$ cat config.mk
export PLATFORM = sky130hd
export DESIGN_NAME = fir4_unsum_flat
export DESIGN_NICKNAME = d
export VERILOG_FILES = /design/src/rtl/fir4_unsum_if.sv /design/src/rtl/fir4_unsum.sv /design/src/flat_wrapper.sv
export SDC_FILE = /design/constraint.sdc
export NUM_CORES = 1
export LEC_CHECK = 0
export BUFFER_PORTS_ARGS = -buffer_cell sky130_fd_sc_hd__buf_2
export CAP_MARGIN = 5
export CORE_ASPECT_RATIO = 0.5
export CORE_MARGIN = 2
export CORE_UTILIZATION = 59
export CTS_CLUSTER_DIAMETER = 200
export DETAILED_ROUTE_END_ITERATION = 12
export PLACE_DENSITY = 0.8
export SLEW_MARGIN = 20
export SYNTH_ARGS = -nofsm -noshare
export SYNTH_HDL_FRONTEND = slang
export SYNTH_SLANG_ARGS = --single-unit
$ cat constraint.sdc
create_clock -name clk -period 4 [get_ports clk]
set_input_delay 0.4 -clock clk [delete_from_list [all_inputs] [get_ports clk]]
set_output_delay 0.4 -clock clk [all_outputs]
set_load 0.01 [all_outputs]
$ cat src/rtl/fir4_unsum_if.sv
// Stream bundle for fir4_unsum: sum input (s side), recovered sample output
// (a side) and status. The upstream/downstream user takes master, the block takes slave.
interface fir4_unsum_if #(
  parameter int W = 16
);
  logic                s_valid;
  logic                s_ready;
  logic signed [W+1:0] s;
  logic                a_valid;
  logic                a_ready;
  logic signed [W-1:0] a;
  logic                err;
  logic [15:0]         cnt;

  modport master (
    output s_valid, s, a_ready,
    input  s_ready, a_valid, a, err, cnt
  );

  modport slave (
    input  s_valid, s, a_ready,
    output s_ready, a_valid, a, err, cnt
  );
endinterface

$ cat src/rtl/fir4_unsum.sv
// Inverse of the 4-tap moving-sum FIR: a[n] = s[n] - s[n-1] + a[n-4], one registered stage.
// Define FIR4_UNSUM_SAT_EN to saturate out-of-range results instead of wrapping them.
module fir4_unsum #(
  parameter int W = 16
) (
  input  logic          clk,
  input  logic          reset,
  fir4_unsum_if.slave   io_bus
);
  localparam int TW = W + 4;
  localparam logic signed [TW-1:0] LP_MAX = {5'b00000, {(W-1){1'b1}}};
  localparam logic signed [TW-1:0] LP_MIN = {5'b11111, {(W-1){1'b0}}};

  logic signed [W+1:0] r_s_prev;
  logic signed [W-1:0] r_hist [4];
  logic signed [W-1:0] r_a;
  logic                r_a_valid;
  logic                r_err;
  logic [15:0]         r_cnt;

  logic                w_s_ready;
  logic                w_accept;
  logic                w_transfer;
  logic signed [TW-1:0] w_t;
  logic                w_ovf;
  logic signed [W-1:0] w_a_new;

  assign w_s_ready  = !r_a_valid || io_bus.a_ready;
  assign w_accept   = io_bus.s_valid && w_s_ready;
  assign w_transfer = r_a_valid && io_bus.a_ready;

  // W+4 bits hold the full range of s - s_prev + a[n-4] without overflow
  assign w_t = $signed({{2{io_bus.s[W+1]}}, io_bus.s})
             - $signed({{2{r_s_prev[W+1]}}, r_s_prev})
             + $signed({{4{r_hist[3][W-1]}}, r_hist[3]});

  assign w_ovf = (w_t > LP_MAX) || (w_t < LP_MIN);

  always_comb begin
    w_a_new = w_t[W-1:0];
`ifdef FIR4_UNSUM_SAT_EN
    if (w_t > LP_MAX) begin
      w_a_new = LP_MAX[W-1:0];
    end else if (w_t < LP_MIN) begin
      w_a_new = LP_MIN[W-1:0];
    end
`endif
  end

  always_ff @(posedge clk) begin
    if (reset) begin
      r_s_prev  <= '0;
      r_a       <= '0;
      r_a_valid <= 1'b0;
      r_err     <= 1'b0;
      r_cnt     <= '0;
      for (int i = 0; i < 4; i++) begin
        r_hist[i] <= '0;
      end
    end else begin
      if (w_accept) begin
        r_s_prev  <= io_bus.s;
        r_a       <= w_a_new;
        r_a_valid <= 1'b1;
        r_cnt     <= r_cnt + 16'd1;
        // history keeps the value actually emitted so the recursion tracks the output
        r_hist[0] <= w_a_new;
        for (int i = 1; i < 4; i++) begin
          r_hist[i] <= r_hist[i-1];
        end
        if (w_ovf) begin
          r_err <= 1'b1;
        end
      end else if (w_transfer) begin
        r_a_valid <= 1'b0;
      end
    end
  end

  assign io_bus.s_ready = w_s_ready;
  assign io_bus.a_valid = r_a_valid;
  assign io_bus.a       = r_a;
  assign io_bus.err     = r_err;
  assign io_bus.cnt     = r_cnt;
endmodule

$ cat src/flat_wrapper.sv
// flat-port wrapper written by rule: the top's interface ports become plain ports
module fir4_unsum_flat 
#(
  parameter int W = 16
)
  (clk, reset, io_bus_s_valid, io_bus_s, io_bus_a_ready, io_bus_s_ready, io_bus_a_valid, io_bus_a, io_bus_err, io_bus_cnt);
  fir4_unsum_if #(.W(W)) io_bus_i ();
  input  logic clk;
  input  logic reset;
  input wire logic [$bits(io_bus_i.s_valid)-1:0] io_bus_s_valid;
  input wire logic [$bits(io_bus_i.s)-1:0] io_bus_s;
  input wire logic [$bits(io_bus_i.a_ready)-1:0] io_bus_a_ready;
  output wire logic [$bits(io_bus_i.s_ready)-1:0] io_bus_s_ready;
  output wire logic [$bits(io_bus_i.a_valid)-1:0] io_bus_a_valid;
  output wire logic [$bits(io_bus_i.a)-1:0] io_bus_a;
  output wire logic [$bits(io_bus_i.err)-1:0] io_bus_err;
  output wire logic [$bits(io_bus_i.cnt)-1:0] io_bus_cnt;
  assign io_bus_i.s_valid = io_bus_s_valid;
  assign io_bus_i.s = io_bus_s;
  assign io_bus_i.a_ready = io_bus_a_ready;
  assign io_bus_s_ready = io_bus_i.s_ready;
  assign io_bus_a_valid = io_bus_i.a_valid;
  assign io_bus_a = io_bus_i.a;
  assign io_bus_err = io_bus_i.err;
  assign io_bus_cnt = io_bus_i.cnt;
  fir4_unsum #(.W(W)) u_core (.clk(clk), .reset(reset), .io_bus(io_bus_i));
endmodule
==> results of run 1 <==
worst max-delay path: cells and delay by family, from the launching register on:
family | cells | cell delay [ps]
simple gates | 4 | 850
buf+inv | 1 | 80
fa+ha+maj | 2 | 930
compound gates | 4 | 840
flops | 1 | 350
kinds of logic (layout without fill, tap and decap cells):
group	count (synthesis)	in the layout	share of synthesized area, %
xor+xnor	23	23	3.514
fa+ha+maj	39	39	10.87
simple gates	186	186	16.59
buf+inv	98	171	6.416
flops	116	116	51.68
compound gates	93	93	10.93
report_power, final:
group          total [uW]  switching [uW]  internal [uW]
Combinational         717             423            294
Clock                1610             560           1050
Sequential           1410            38.9           1370
Total                3740            1020           2710
cells in the final DEF, fill, tap and decap left out, types with 6 or more instances in the layout:
cell	Yosys	layout
o21ai_0	7	7
clkbuf_16	0	17
inv_1	79	78
xor2_1	12	12
fa_1	18	18
a21oi_1	34	34
ha_1	21	21
buf_2	0	56
and3_1	8	8
nor2_1	34	33
nand3_1	6	6
nor3_1	10	10
edfxtp_1	64	64
a21o_1	21	21
xnor2_1	11	11
dfxtp_1	52	52
and2_1	51	51
nand2_1	57	57
layout make-up:
cell class	count	area [um2]	area share, %
multi-input cells	341	2410	35.48
well taps	135	168.9	2.487
clock buffers	17	425.4	6.264
clock inverters	15	205.2	3.021
repair buffers	60	322.8	4.753
inverters	79	296.5	4.366
flip-flops and latches	116	2963	43.63
metal layers:
| layer | part of all wire, % | GRT usage (%) | vias to the layer above |
|---|---|---|---|
| met1 | 45 | 30.26 | 1980 |
| met3 | 5.7 | 6.780 | 22 |
| li1 | - | - | 1966 |
| met4 | 1.9 | 9.368 | 0 |
| met2 | 47 | 39.21 | 121 |
| met5 | 0 | 0 | - |
per-stage QoR:
step	power [uW]	area [um2]	setup WS [ps]	std cells	hold slack [ps]
final	3736	6792	826.4	763	237.0
after global routing	3901	6792	663.6	763	244.4
after CTS	3747	6792	847.9	763	232.2
after detailed placement	2136	6161	667.8	731	433.9
after global placement	2106	6161	742.1	731	429.8
after floorplan	1950	5733	929.1	555	440.0
worst paths after layout:
check                 startpoint  slack (ps)             endpoint
min reg2reg   u_core.io_bus.a[8]         450   u_core.io_bus.a[8]
min                 io_bus_s[17]         240  u_core.r_s_prev[17]
max          u_core.r_hist[3][1]         830    u_core.io_bus.err
max reg2reg  u_core.r_hist[3][1]         830    u_core.io_bus.err
sequential cells by signal, summed over array words and instances, names as in the netlist:
register,cells
u_core.io_bus.err,1
u_core.r_hist,64
u_core.io_bus.a_valid,1
u_core.io_bus.a,16
u_core.io_bus.cnt,16
u_core.r_s_prev,18
==> metrics.cfg, run 1 <==
[cts]
cts_buffer_depth = 2
post_cts_buffers = 0
cts-root-buf = clkbuf_16
cts_tree = yes
insertion_delay_ps = 410
holdBufCountCts = 0
cts_made_buffers = 17
clk_pin_slew_worst_paths_ps = 60
cts.sinks = 116
cts_resized = 0
h-tree-depth = 4

[die]
die_w_um = 143.4
die_area_um2 = 10570
rows = 25
start_util_pct = 60.69
die_h_um = 73.71
ios = 57
core_area_um2 = 9447

[detailed_routing]
wire_per_inst_um = 15.13
drt-initial-drc-count = 218
vias = 4089
ant_nets = 0
drt-total-wl_um = 11540
drtPass1Iterations = 6
viasPerCell = 5.359
remaining_drc_errors = 0

[synth]
ys_ff_latch = 116
synth_most_common_cell = inv_1
yosys_warnings = 0
ys.flop_type = edfxtp_1
synthArstFlopShare_pct = 0
yosysSeqAreaShare_pct = 51.68
synth_cells = 555
yosysTopAreaCellShare_pct = 33.52
yosysTopAreaCell = edfxtp_1
synth_cell_type_count = 50
yosys-top-cells-area = edfxtp_1 34%, dfxtp_1 18%, fa_1 6.3%
syn_avg_cell_area_um2 = 10.33
synthTopCellsByCount = 79 x inv_1, 64 x edfxtp_1, 57 x nand2_1
syn_area_um2 = 5733
synth-edff-count = 64
synth_fp_nets = 616

[timing]
post-route-min-period_ps = 3174
min_period_over_period_pct = 79.34
slew_viol_final = 0
fmax_ghz = 0.3151
relSlewSlack_pct = 39.01
rsz0062_at_grt = false
hold_viol = 0
finalClockSkew_ps = 6.750
fin_setup_tns_ps = 0
tightest_slew_ps = 912.6
setup_viol = 0

[power]
power.leakage_uw = 0.003180
peakVddDrop_uv = 376.9
powerDensity_nw_per_um2 = 550.0

[global_routing]
track_usage_pct = 23.79
grt_pass1_wl_um = 18970
antenna_found_initial = 0
grt_overflow = 0
grt_max_degree = 52
grt_pass1_vias = 4052

[status]
status = completed

[min_path]
hold_path_depth = 3
min_path_type = in2reg

[placed_design]
hpwl_um = 7715
io_buffers = 56
place_congestion = 0.9003

[flow_run]
max_cap_violations = 0

[worst_setup_path]
critPathMaxStageDelay_ps = 470
path_max_fanout = 3
crit_chain = inv_1 > fa_1 > fa_1 > nor2b_1 > o2111ai_1 > a211oi_1 > nor2_1 > nor3_1 > o21ai_0 > nor4b_4 > a211oi_2
critPathRequiredTime_ps = 4290
cp.arrival_ps = 3460
startpoint_type = flip-flop
critPathSlowestCell = fa_1
end_kind = flip-flop
worst_r2r_path_depth = 11
crit_type = reg2reg
cpMostUsedCell = fa_1

[finish]
fin_util_pct = 71.89
fillers = 700
antennaDiodeCount = 0
drive_gt1_share_pct = 15.61
syn_to_final_growth_pct = 18.46
num-nets-final = 676

Note: power is estimated with default switching activity, not from simulation.
==> run 2, diff against run 1 <==
--- a/config.mk
+++ b/config.mk
@@ -9,10 +9,10 @@
 export CAP_MARGIN = 5
 export CORE_ASPECT_RATIO = 0.5
 export CORE_MARGIN = 2
-export CORE_UTILIZATION = 59
+export CORE_UTILIZATION = 53
 export CTS_CLUSTER_DIAMETER = 200
 export DETAILED_ROUTE_END_ITERATION = 12
-export PLACE_DENSITY = 0.8
+export PLACE_DENSITY = 0.76
 export SLEW_MARGIN = 20
 export SYNTH_ARGS = -nofsm -noshare
 export SYNTH_HDL_FRONTEND = slang
==> constraint.sdc (replaced) <==
create_clock -name clk -period 2.8 [get_ports clk]
set_input_delay 0.28 -clock clk [delete_from_list [all_inputs] [get_ports clk]]
set_output_delay 0.28 -clock clk [all_outputs]
set_load 0.01 [all_outputs]
==> run 2 against run 1 <==
  * The flow now finishes with violations (setup timing)
  * Clock-buffer cell count rose by 1
  * Critical path depth rose by 1
  * Die area rose by 11%
  * Wire length grew 14%
  * Global-route usage shrank 1.4 points
  * Utilization fell by 1.1 points
  * Design area rose by 8.2%
  * Cell count rose by 7.1%
  * Clock skew is 2.8 ps higher
  * Critical path type unchanged
==> metrics.cfg, run 2 (synthesis results as in run 1) <==
[finish]
fillers = 713
layout_common_cells = 73 x inv_1, 64 x edfxtp_1, 56 x nand2_1, 56 x buf_2, 52 x dfxtp_1
ff_latch_area_um2 = 2963
num-nets-final = 725
stdcell_count = 817
fin_util_pct = 70.81
drive_gt1_share_pct = 27.33
final_cell_area_um2 = 7348
layout_commonest_cell = inv_1
syn_to_final_growth_pct = 28.18
multi_input_area_um2 = 2641
top_regs = u_core.r_hist: 64 flops, u_core.r_s_prev: 18 flops
largest_register = u_core.r_hist
largest_reg_flops = 64
antennaDiodeCount = 0

[worst_setup_path]
end_kind = flip-flop
critPathTopFamily = compound AO/OA/AOI/OAI gates
r2r_slack_ps = -280
timing.rr.end = u_core.io_bus.err
crit_type = reg2reg
critPathRequiredTime_ps = 3100
path_max_fanout = 3
startpoint = u_core.r_hist[3][11]
crit_chain = inv_2 > fa_1 > inv_2 > ha_4 > o21a_1 > o211a_1 > a21oi_2 > a211oi_2 > or2_4 > o311a_1 > and4bb_1 > a211oi_2
critPathSlowestCell = fa_1
critPathMaxStageDelay_ps = 560
reg2reg_from = u_core.r_hist[3][11]
startpoint_type = flip-flop
cp.arrival_ps = 3380
worst_r2r_path_depth = 12
critPathBufInv = 2

[die]
start_util_pct = 55.24
ios = 57
die_area_um2 = 11720
rows = 26
die_h_um = 77.54
core_area_um2 = 10380
die_w_um = 151.1

[power]
combPwrFrac_pct = 26.7
share_seq_of_total_power_pct = 36.4
clkPwrFrac_pct = 37.0
peakVddDrop_uv = 472.5
powerDensity_nw_per_um2 = 756.8
switchingPower_uw = 1674
power.leakage_uw = 0.003428
p_int_uw = 3888
swShare_pct = 30.09

[timing]
fmax_ghz = 0.3245
post-route-min-period_ps = 3082
setup_viol = 7
slew_viol_final = 0
hold_viol = 0
tightest_slew_ps = 692.2
fin_setup_tns_ps = -923.1
rsz0062_at_grt = true
finalClockSkew_ps = 9.597
setup_slack_ps = -281.7
timing.hold.ws_ps = 111.4
relSlewSlack_pct = 53.85
min_period_over_period_pct = 110.1

[cts]
insertion_delay_ps = 420
clk_pin_slew_worst_paths_ps = 60
cts_made_buffers = 17
cts.sinks = 116
cts-root-buf = clkbuf_16
cts_buffer_depth = 2
cts_tree = yes
holdBufCountCts = 0
h-tree-depth = 4

[global_routing]
grt_overflow = 0
grt_pass1_vias = 4041
grt_pass1_wl_um = 19650
grt_max_degree = 62
track_usage_pct = 22.36
antenna_found_initial = 0

[min_path]
holdPathEnd = u_core.r_s_prev[16]
min_from = io_bus_s[16]
min_path_type = in2reg
hold_path_depth = 3

[status]
status = finished, violations left
violations = setup timing

[placed_design]
hpwl_um = 8212
io_buffers = 56
place_congestion = 0.8629
placedCellCount = 782
placed_area_um2 = 6528

[detailed_routing]
viasPerCell = 5.294
drt-total-wl_um = 13130
drt-initial-drc-count = 255
ant_nets = 0
vias = 4325
wire_per_inst_um = 16.07
drtPass1Iterations = 5
remaining_drc_errors = 0

[flow_run]
max_cap_violations = 0

==> run 2: cell types whose count changed in the layout (fill, tap and decap cells not counted), sizes merged <==
cell and change:
buf +49, bufinv -3, clkbuf +1, inv +1
clkinvlp +1
==> run 2: per-layer routing <==
layer / track usage, % / wire length [um] / vias up
met3: 6.647 / 808 / 24
li1: - / - / 2065
met2: 32.18 / 5847 / 148
met4: 8.692 / 248 / 0
met5: 0 / 0 / -
met1: 31.86 / 6226 / 2088
==> run 2: worst reg2reg max path, delay by kind of cell, from the launching register on <==
kind	cells	cell delay, ps
adder cells (fa/ha/maj)	2	770
AND/OR/NAND/NOR	2	560
buffers and inverters	2	100
flip-flops	1	350
AO/OA/AOI/OAI	6	1190
==> run 2: layout make-up <==
class	instances	share of cell area, %
Inverter	79	4.086
Sequential cell	116	40.32
Timing Repair Buffer	109	9.671
Clock buffer	18	5.840
Multi-Input combinational cell	341	35.94
Tap cell	140	2.384
Clock inverter	14	1.754
==> run 2: power groups by stage <==
stage	Combinational (uW)	Sequential, uW	Clock (uW)
final	1480	2020	2060
after global routing	1600	2040	2160
after CTS	1290	2020	2090
after detailed placement	1210	2060	0
after global placement	1190	2050	0
after floorplan	729	2070	0
==> run 2: timing repair <==
action,4_1_cts,5_1_grt
pin swaps,16,19
gates cloned,0,0
buffers inserted,2,4
setup endpoints to repair,12,15
gates resized for setup,19,33
==> run 2: how the worst max path moves through the flow <==
stage	cells after the start	slack (ps)	end
after floorplan	12	-80	u_core.io_bus.err
after global placement	12	-310	u_core.io_bus.err
after detailed placement	12	-360	u_core.io_bus.err
after CTS	12	-180	u_core.io_bus.err
after global routing	12	-330	u_core.io_bus.err
final	12	-280	u_core.io_bus.err
==> run 2: stage by stage <==
step / setup slack [ps] / total power [uW]
3_3_place_gp: -306.9 / 3238
3_5_place_dp: -357.2 / 3267
6_report: -281.7 / 5562
2_1_floorplan: -77.88 / 2795
5_1_grt: -332.8 / 5795
4_1_cts: -177.2 / 5405
